===== src/rtl/code_loader_if.sv =====
// Program stream bundle feeding the code loader.
// One 32-bit beat per handshake; s_last ends a program.
interface code_loader_if;
   logic [31:0] s_data;
   logic        s_valid;
   logic        s_last;
   logic        s_ready;

   modport master (
      output s_data,
      output s_valid,
      output s_last,
      input  s_ready
   );

   modport slave (
      input  s_data,
      input  s_valid,
      input  s_last,
      output s_ready
   );
endinterface


===== src/rtl/code_loader.sv =====
// Loads 64-bit instructions from a 32-bit stream into code RAM.
// Halts the CPU first and writes only once it reports idle.
module code_loader #(
   parameter int ADDR_WIDTH = 10,
   parameter int DEPTH      = 256
) (
   input  logic                  clk,
   input  logic                  rst,
   code_loader_if.slave          s,
   output logic                  halt_req,
   input  logic                  cpu_idle,
   output logic [ADDR_WIDTH-1:0] ram_wr_addr,
   output logic [63:0]           ram_wr_data,
   output logic                  ram_wr_en,
   output logic                  load_done,
   output logic                  err_odd,
   output logic                  err_ovf,
   output logic [ADDR_WIDTH:0]   inst_count
);

   typedef enum logic [2:0] {
      IDLE,
      DRAIN,
      HI,
      LO,
      FLUSH,
      FINISH
   } state_t;

   localparam logic [ADDR_WIDTH:0] LAST_ADDR =
      (ADDR_WIDTH+1)'(DEPTH - 1);
   localparam logic [ADDR_WIDTH:0] ONE =
      (ADDR_WIDTH+1)'(1);

   state_t                state_q, state_d;
   logic [31:0]           hi_q, hi_d;
   logic [ADDR_WIDTH:0]   cnt_q, cnt_d;
   logic                  wr_en_q, wr_en_d;
   logic [ADDR_WIDTH-1:0] wr_addr_q, wr_addr_d;
   logic [63:0]           wr_data_q, wr_data_d;
   logic                  err_odd_q, err_odd_d;
   logic                  err_ovf_q, err_ovf_d;
   logic [ADDR_WIDTH:0]   inst_q, inst_d;
   logic                  rdy;
   logic                  hs;

   // Stream is accepted only in the data phases and never under reset.
   assign rdy = ~rst & ((state_q == HI) |
                        (state_q == LO) |
                        (state_q == FLUSH));
   assign hs  = s.s_valid & rdy;

   assign s.s_ready   = rdy;
   assign halt_req    = (state_q != IDLE);
   assign load_done   = (state_q == FINISH);
   assign ram_wr_en   = wr_en_q & ~rst;
   assign ram_wr_addr = wr_addr_q;
   assign ram_wr_data = wr_data_q;
   assign err_odd     = err_odd_q;
   assign err_ovf     = err_ovf_q;
   assign inst_count  = inst_q;

   // Next-state, write staging and per-load bookkeeping.
   always_comb begin
      state_d   = state_q;
      hi_d      = hi_q;
      cnt_d     = cnt_q;
      wr_en_d   = 1'b0;
      wr_addr_d = wr_addr_q;
      wr_data_d = wr_data_q;
      err_odd_d = err_odd_q;
      err_ovf_d = err_ovf_q;
      inst_d    = inst_q;
      unique case (state_q)
         IDLE: begin
            if (s.s_valid) state_d = DRAIN;
         end
         DRAIN: begin
            if (cpu_idle) begin
               state_d   = HI;
               cnt_d     = '0;
               err_odd_d = 1'b0;
               err_ovf_d = 1'b0;
            end
         end
         HI: begin
            if (hs) begin
               hi_d = s.s_data;
               if (s.s_last) begin
                  err_odd_d = 1'b1;
                  state_d   = FINISH;
               end else begin
                  state_d = LO;
               end
            end
         end
         LO: begin
            if (hs) begin
               wr_en_d   = 1'b1;
               wr_addr_d = cnt_q[ADDR_WIDTH-1:0];
               wr_data_d = {hi_q, s.s_data};
               cnt_d     = cnt_q + ONE;
               if (s.s_last) begin
                  state_d = FINISH;
               end else if (cnt_q == LAST_ADDR) begin
                  err_ovf_d = 1'b1;
                  state_d   = FLUSH;
               end else begin
                  state_d = HI;
               end
            end
         end
         FLUSH: begin
            if (hs && s.s_last) state_d = FINISH;
         end
         FINISH: begin
            state_d = IDLE;
         end
         default: begin
            state_d = IDLE;
         end
      endcase
      // Publish the count as FINISH is entered so it lines up with load_done.
      if (state_q != FINISH && state_d == FINISH) inst_d = cnt_d;
   end

   // State and datapath registers with synchronous reset.
   always_ff @(posedge clk) begin
      if (rst) begin
         state_q   <= IDLE;
         hi_q      <= '0;
         cnt_q     <= '0;
         wr_en_q   <= 1'b0;
         wr_addr_q <= '0;
         wr_data_q <= '0;
         err_odd_q <= 1'b0;
         err_ovf_q <= 1'b0;
         inst_q    <= '0;
      end else begin
         state_q   <= state_d;
         hi_q      <= hi_d;
         cnt_q     <= cnt_d;
         wr_en_q   <= wr_en_d;
         wr_addr_q <= wr_addr_d;
         wr_data_q <= wr_data_d;
         err_odd_q <= err_odd_d;
         err_ovf_q <= err_ovf_d;
         inst_q    <= inst_d;
      end
   end

endmodule


===== src/flat_wrapper.sv =====
// flat-port wrapper written by rule: the top's interface ports become plain ports
module code_loader_flat 
#(
   parameter int ADDR_WIDTH = 10,
   parameter int DEPTH      = 256
)
  (clk, rst, halt_req, cpu_idle, ram_wr_addr, ram_wr_data, ram_wr_en, load_done, err_odd, err_ovf, inst_count, s_s_data, s_s_valid, s_s_last, s_s_ready);
  code_loader_if s_i ();
  input  logic clk;
  input  logic rst;
  output logic halt_req;
  input  logic cpu_idle;
  output logic [ADDR_WIDTH-1:0] ram_wr_addr;
  output logic [63:0] ram_wr_data;
  output logic ram_wr_en;
  output logic load_done;
  output logic err_odd;
  output logic err_ovf;
  output logic [ADDR_WIDTH:0] inst_count;
  input wire logic [$bits(s_i.s_data)-1:0] s_s_data;
  input wire logic [$bits(s_i.s_valid)-1:0] s_s_valid;
  input wire logic [$bits(s_i.s_last)-1:0] s_s_last;
  output wire logic [$bits(s_i.s_ready)-1:0] s_s_ready;
  assign s_i.s_data = s_s_data;
  assign s_i.s_valid = s_s_valid;
  assign s_i.s_last = s_s_last;
  assign s_s_ready = s_i.s_ready;
  code_loader #(.ADDR_WIDTH(ADDR_WIDTH), .DEPTH(DEPTH)) u_core (.clk(clk), .rst(rst), .s(s_i), .halt_req(halt_req), .cpu_idle(cpu_idle), .ram_wr_addr(ram_wr_addr), .ram_wr_data(ram_wr_data), .ram_wr_en(ram_wr_en), .load_done(load_done), .err_odd(err_odd), .err_ovf(err_ovf), .inst_count(inst_count));
endmodule

===== config.mk =====
export PLATFORM = sky130hd
export DESIGN_NAME = code_loader_flat
export DESIGN_NICKNAME = d
export VERILOG_FILES = /design/src/rtl/code_loader_if.sv /design/src/rtl/code_loader.sv /design/src/flat_wrapper.sv
export SDC_FILE = /design/constraint.sdc
export NUM_CORES = 1
export LEC_CHECK = 0
export BUFFER_PORTS_ARGS = -buffer_cell sky130_fd_sc_hd__buf_2
export CORE_ASPECT_RATIO = 1.25
export CORE_MARGIN = 2
export CORE_UTILIZATION = 25
export CTS_BUF_LIST = sky130_fd_sc_hd__clkbuf_4
export DETAILED_ROUTE_END_ITERATION = 10
export GPL_TIMING_DRIVEN = 0
export SLEW_MARGIN = 20
export SYNTH_ARGS = -nofsm -noshare
export SYNTH_HDL_FRONTEND = slang
export SYNTH_SLANG_ARGS = --single-unit

===== constraint.sdc =====
create_clock -name clk -period 2.3 [get_ports clk]
set_input_delay 0.23 -clock clk [delete_from_list [all_inputs] [get_ports clk]]
set_output_delay 0.23 -clock clk [all_outputs]
set_load 0.02 [all_outputs]

==> results.toml, run 1 <==
[status]
outcome = "complete, no violations"

[floorplan]
number_of_primary_i_o_pins = 128
die_area_mm2 = 0.0213
initial_utilization_pct = 25.2
die_w_um = 131
core.rowCount = 58
core_box_area_mm2 = 0.0200
die_height_um = 163

[placement]
placement.io_buffers = 127
routabilityCongestion = 0.809
pre_cts_slack_ps = -222
placed_cell_area_mm2 = 0.00600
dp.final_hpwl_um = 11200

[layout]
fin_nets = 857
area_growth_syn_to_layout_pct = 31.7
num-fill-cells = 2159
stdcell_area_mm2 = 0.00662
post_route_cells_drive_above_1_share_pct = 23.5

[critical_path]
setup.worst_path.class = "flip-flop to flip-flop"
crit_arrival_ps = 2560
timing.rr.start = "u_core.state_q[0]"
worst_ep_required_time_ps = 2700
critPathLaunch = "u_core.state_q[0]"
critical_path.endpoint_type = "flip-flop"
worstSetupStartpointType = "flip-flop"
crit_path_max_fanout = 10

[clock_tree]
ctsLongestPathBuffers = 2
tritoncts = "yes"
postCtsSetupRepairBufs = 0
clkLatencyLatePin_ps = 550
cts_h_tree_lvls = 4
clockRootBuffer = "sky130_fd_sc_hd__clkbuf_4"
clkSlewWorstSetupHoldPaths_ps = 120
number_of_sinks_handled_by_clock_tree_synthesis = 134
tritoncts.num_buffers = 17

[logic_synthesis]
async_flop_share_pct = 0
yosys.cell_types.count = 44
mappedNetlistArea_mm2 = 0.00503
mapped_nets = 678
most_area_hungry_cell_type_in_the_yosys_netlist = "sky130_fd_sc_hd__dfxtp_1"
syn_inst = 640
dominantRegCellSynth = "sky130_fd_sc_hd__dfxtp_1"
synth-edff-count = 0
syn_area_per_cell_um2 = 7.85
synth_seq_area_share_pct = 53.4
synth_top_area_share_pct = 53.4
yosys_register_bits = 134
yosys_warnings = 0
synthTopCellsByArea = "sky130_fd_sc_hd__dfxtp_1 53%, sky130_fd_sc_hd__nand2_1 17%, sky130_fd_sc_hd__a21oi_1 12%"

[drt]
route.detailed.drc = 0
post_drt_wl_per_cell_um = 14.4
drt_iter0_markers = 265
totalWireLength_um = 15800
postRouteAntennaNets = 0
drtPass1Iterations = 5
routed_via_density = 4.43
dr_total_vias = 4879

[global_route]
grt_start_max_net_pins = 17
grtUsageMet2_pct = 25.3
use_met1_pct = 18.5
initial_antenna_violation_count = 1
global_route_met3_utilization_pct = 4.17
grt_first_pass_wirelength_um = 24600
grt_util_all_layers_pct = 15.2
number_of_global_route_vias_before_repair = 4626
overflow = 0
global_routing_s_busiest_layer = "met2"

[power]
worst_vdd_ir_mv = 0.329
static-leakage-power_nw = 2.55
power_density_mw_per_mm2 = 614

[timing]
fin_skew_ps = 21.3
timing.final.max_slew_violations = 0
worst_slew_pin_slew_ps = 681
hold_violations = 0
final_period_minus_worst_setup_slack_ps = 2160
grt_setup_unrepaired = "false"
final.period_utilization_pct = 94.1
setup_violating_endpoint_count_in_the_final_report = 0
worst_rel_slew_slack_pct = 54.6
setup_slack_ps = 136
fmax_ghz = 0.462

[hold_path]
worstHoldPathType = "input port to flip-flop"
min-delay-start = "s_s_valid"

[job]
timing.max_cap.violations = 0
## metrics by stage
stage	hold WS (ps)	instances	total power [W]	utilization [%]	TNS, ps
4_1_cts	24.6	1101	0.00415	33.0	0
3_3_place_gp	439	1037	0.00263	30.1	-14020
2_1_floorplan	366	640	0.00252	-	0
3_5_place_dp	443	1037	0.00263	30.1	-14190
6_report	81.9	1102	0.00406	33.2	0
5_1_grt	50.1	1102	0.00426	33.2	0
## per-layer routing
layer | routed length (um) | vias to the layer above
met5 | 0 | -
met4 | 341 | 0
met3 | 908 | 22
met2 | 7700 | 138
met1 | 6900 | 2233
li1 | - | 2486
## cells by family after synthesis
family	count (synthesis)	share of synthesized area [%]
XOR/XNOR	1	0.174
AND/OR/NAND/NOR	282	22.7
multiplexers	2	0.448
buffers and inverters	58	4.75
flip-flops	134	53.4
adder cells (fa/ha/maj)	1	0.249
AO/OA/AOI/OAI	162	18.3
## power breakdown
group / internal, W / leakage (nW) / switching [W]
logic: 0.000108 / 1.33 / 0.000168
registers: 0.00234 / 1.08 / 0.00000817
clock network: 0.000553 / 0.134 / 0.000890
total: 0.00300 / 2.55 / 0.00107
## Yosys cell counts, drive strengths merged (2+ instances only)
| master | number |
|---|---|
| nand2 | 223 |
| dfxtp | 134 |
| a21oi | 117 |
| clkbuf | 44 |
| nor2 | 29 |
| a211oi | 13 |
| o21ai | 13 |
| buf | 8 |
| nor3 | 7 |
| inv | 6 |
| a311oi | 4 |
| nand2b | 4 |
| nand3 | 4 |
| or3 | 3 |
| a21o | 2 |
| a31o | 2 |
| a31oi | 2 |
| mux2 | 2 |
| nand3b | 2 |
| o211ai | 2 |
## sequential cells by signal, indices dropped and copies added, names as in the netlist
name	count
u_core.err_odd	1
u_core.inst_count	11
u_core.ram_wr_addr	10
u_core.state_q	3
u_core.hi_q	32
u_core.ram_wr_data	64
u_core.err_ovf	1
u_core.cnt_q	11
u_core.wr_en_q	1
## what timing repair did
item,4_1_cts,5_1_grt
hold endpoints to repair,65,0
hold buffers,33,0
gates resized for setup,7,28
endpoints found under the setup margin,90,91
## final timing paths
| kind | cells after the start | slack [ps] | end |
|---|---|---|---|
| min reg2reg | 2 | 460 | u_core.ram_wr_data[41] |
| max | 7 | 140 | u_core.inst_count[8] |
| max reg2reg | 7 | 140 | u_core.inst_count[8] |
| min | 3 | 80 | u_core.cnt_q[2] |
## critical path: stages, from the launching register on
cell and delay, ps:
sky130_fd_sc_hd__dfxtp_1 330, sky130_fd_sc_hd__buf_6 140, sky130_fd_sc_hd__or3b_4 390, sky130_fd_sc_hd__buf_6 150
sky130_fd_sc_hd__a21o_2 210, sky130_fd_sc_hd__o311a_1 330, sky130_fd_sc_hd__a211oi_1 340, sky130_fd_sc_hd__a211oi_1 130
## final cells by class
type | instances | area (um2) | share of cell area [%]
repair buffers | 160 | 966 | 14.6
clock buffers | 19 | 143 | 2.16
multi-input cells | 448 | 2120 | 32.0
inverters | 6 | 22.5 | 0.340
clock inverters | 12 | 106 | 1.61
diodes | 1 | 2.50 | 0.0378
well taps | 270 | 338 | 5.10
plain buffers | 52 | 240 | 3.63
flip-flops and latches | 134 | 2680 | 40.5
## layout by cell type, fill, tap and decap left out, drive strengths merged, types with 2 or more instances in the layout
cell | netlist | layout
or3 | 3 | 3
nand2b | 4 | 4
a21o | 2 | 2
mux2 | 2 | 2
nor2 | 29 | 29
dlygate4sd3 | 0 | 33
nand3b | 2 | 2
o21ai | 13 | 13
clkinvlp | 0 | 2
clkinv | 0 | 7
nand3 | 4 | 4
nand2 | 223 | 223
clkbuf | 44 | 63
buf | 8 | 135
a31o | 2 | 2
o211ai | 2 | 2
a211oi | 13 | 13
a311oi | 4 | 4
a31oi | 2 | 2
inv | 6 | 8
nor3 | 7 | 7
a21oi | 117 | 117
dfxtp | 134 | 134
No activity file was read; power rests on OpenSTA's default activity.
==> run 2: changes to the inputs <==
--- a/config.mk
+++ b/config.mk
@@ -9,7 +9,7 @@
 export CORE_ASPECT_RATIO = 1.25
 export CORE_MARGIN = 2
 export CORE_UTILIZATION = 25
-export CTS_BUF_LIST = sky130_fd_sc_hd__clkbuf_4
+export CTS_BUF_LIST = sky130_fd_sc_hd__clkbuf_4 sky130_fd_sc_hd__clkbuf_8
 export DETAILED_ROUTE_END_ITERATION = 10
 export GPL_TIMING_DRIVEN = 0
 export SLEW_MARGIN = 20
==> run 2 against run 1 <==
Net effect:
- critical path depth is the same
- worst setup slack improved by 17 ps
- non-clock buffer count down 22
- via count fell by 2.3%
- sequential power barely moved
- hold slack got worse by 51 ps
- power rose by 10%
- register-to-register slack gained 20 ps
- fmax increased by 0.77%
- critical path type unchanged
- critical endpoint is now u_core.inst_count[9]
- largest power group unchanged
==> results.toml, run 2 (synthesis gave the netlist of run 1 again) <==
[timing]
worst_slew_pin_slew_ps = 667
hold_violations = 0
setup_total_negative_slack_ps = 0
worst_rel_slew_slack_pct = 55.5
fin_skew_ps = 14.0
final_period_minus_worst_setup_slack_ps = 2150
timing.final.max_slew_violations = 0
final.period_utilization_pct = 93.4
grt_setup_unrepaired = "false"
setup_violating_endpoint_count_in_the_final_report = 0
fmax_ghz = 0.466
worst_hold_slack_ps = 31.2

[clock_tree]
postCtsSetupRepairBufs = 0
clockRootBuffer = "sky130_fd_sc_hd__clkbuf_8"
cts_h_tree_lvls = 4
clkSlewWorstSetupHoldPaths_ps = 80
ctsLongestPathBuffers = 2
number_of_sinks_handled_by_clock_tree_synthesis = 134
clkLatencyLatePin_ps = 450
tritoncts.num_buffers = 17
tritoncts = "yes"

[global_route]
grt_first_pass_wirelength_um = 24300
overflow = 0
initial_antenna_violation_count = 0
number_of_global_route_vias_before_repair = 4513
grt_start_max_net_pins = 17
grt_util_all_layers_pct = 15.0

[critical_path]
critPathBufInv = 2
critical_path.endpoint_type = "flip-flop"
worst_path_max_delay_cell = "sky130_fd_sc_hd__or3b_4"
worstSetupStartpointType = "flip-flop"
critical_path.cell_chain = "buf_6 > or3b_4 > buf_6 > a2111oi_4 > nand4_1 > or3_1 > a311oi_1"
worst_ep_required_time_ps = 2660
critical_path.max_stage_delay_ps = 390
timing.critical_path.mode_cell = "sky130_fd_sc_hd__buf_6"
crit_path_max_fanout = 10
crit_arrival_ps = 2510
critical_path.top_delay_family = "simple AND/OR/NAND/NOR gates"
setup.worst_path.class = "flip-flop to flip-flop"

[placement]
routabilityCongestion = 0.809
dp.final_hpwl_um = 11200
placed_cell_area_mm2 = 0.00600
placement.io_buffers = 127

[floorplan]
die_area_mm2 = 0.0213
die_w_um = 131
core_box_area_mm2 = 0.0200
core.rowCount = 58
number_of_primary_i_o_pins = 128
die_height_um = 163
initial_utilization_pct = 25.2

[drt]
dr_total_vias = 4769
route.detailed.drc = 0
drt_iter0_markers = 238
drtPass1Iterations = 4
postRouteAntennaNets = 0
routed_via_density = 4.42
totalWireLength_um = 15700
post_drt_wl_per_cell_um = 14.5

[power]
worst_vdd_ir_mv = 0.396
static-leakage-power_nw = 2.51
power_density_mw_per_mm2 = 687

[layout]
stdcell_area_mm2 = 0.00652
area_growth_syn_to_layout_pct = 29.6
largest_register_ff_count = 64
fin_nets = 835
layout.cells.most_common = "sky130_fd_sc_hd__nand2_1"
finish.utilization_pct = 32.6
post_route_cells_drive_above_1_share_pct = 24.2
most-common-layout-cells = "223 x sky130_fd_sc_hd__nand2_1, 134 x sky130_fd_sc_hd__dfxtp_1, 133 x sky130_fd_sc_hd__buf_2"
diodes = 0

[hold_path]
worstHoldPathType = "input port to flip-flop"

[status]
outcome = "complete, no violations"

[job]
timing.max_cap.violations = 0
==> run 2: cell count changes in the layout (fill, tap and decap cells not counted), moves of 2 or more <==
cell / change
sky130_fd_sc_hd__dlygate4sd3_1: -22
sky130_fd_sc_hd__clkbuf_8: +19
sky130_fd_sc_hd__clkbuf_4: -17
sky130_fd_sc_hd__clkinv_1: -2
==> run 2: power by group <==
group	total [W]	switching, W	internal (W)
clock network	0.00189	0.000949	0.000937
logic	0.000244	0.000160	0.0000839
registers	0.00234	0.00000811	0.00234
==> run 2: repair_timing <==
item,in CTS,in global routing
resized for setup,6,27
endpoints found under the hold margin,17,0
setup endpoints to repair,90,91
hold buffers,11,0
==> run 2: worst paths after layout <==
check / slack [ps] / endpoint / startpoint / cells after the start
max: 150 / u_core.inst_count[9] / u_core.state_q[0] / 7
min: 30 / u_core.ram_wr_data[26] / s_s_data[26] / 3
min reg2reg: 450 / u_core.ram_wr_data[41] / u_core.hi_q[9] / 2
max reg2reg: 150 / u_core.inst_count[9] / u_core.state_q[0] / 7
==> run 2: metal layers <==
metal  share of wire, %  global-route usage (%)  vias to the layer above
met5                  0                       0                        -
met4                2.0                    6.72                        0
met3                5.3                    3.91                       20
met2                 48                    24.7                      126
met1                 45                    18.4                     2187
li1                   -                       -                     2436
==> run 2: worst reg2reg max path, cell delays in order, from the launching register on <==
cell and delay [ps]:
sky130_fd_sc_hd__dfxtp_1 310, sky130_fd_sc_hd__buf_6 130, sky130_fd_sc_hd__or3b_4 390, sky130_fd_sc_hd__buf_6 150, sky130_fd_sc_hd__a2111oi_4 390, sky130_fd_sc_hd__nand4_1 130, sky130_fd_sc_hd__or3_1 350, sky130_fd_sc_hd__a311oi_1 220
==> run 2: final cells by class <==
| class | count | area, um2 |
|---|---|---|
| plain buffers | 52 | 239 |
| clock inverters | 10 | 98.8 |
| multi-input cells | 448 | 2110 |
| fillers | 2165 | 13400 |
| clock buffers | 21 | 277 |
| inverters | 6 | 22.5 |
| flip-flops and latches | 134 | 2680 |
| well taps | 270 | 338 |
| repair buffers | 138 | 746 |
==> run 2: through the flow <==
| stage | std cells | worst slack, ps | total power (W) |
|---|---|---|---|
| after floorplan | 640 | 321 | 0.00252 |
| after global placement | 1037 | -234 | 0.00263 |
| after detailed placement | 1037 | -222 | 0.00263 |
| after CTS | 1079 | 8.92 | 0.00455 |
| after global routing | 1079 | 3.03 | 0.00465 |
| final | 1079 | 153 | 0.00447 |
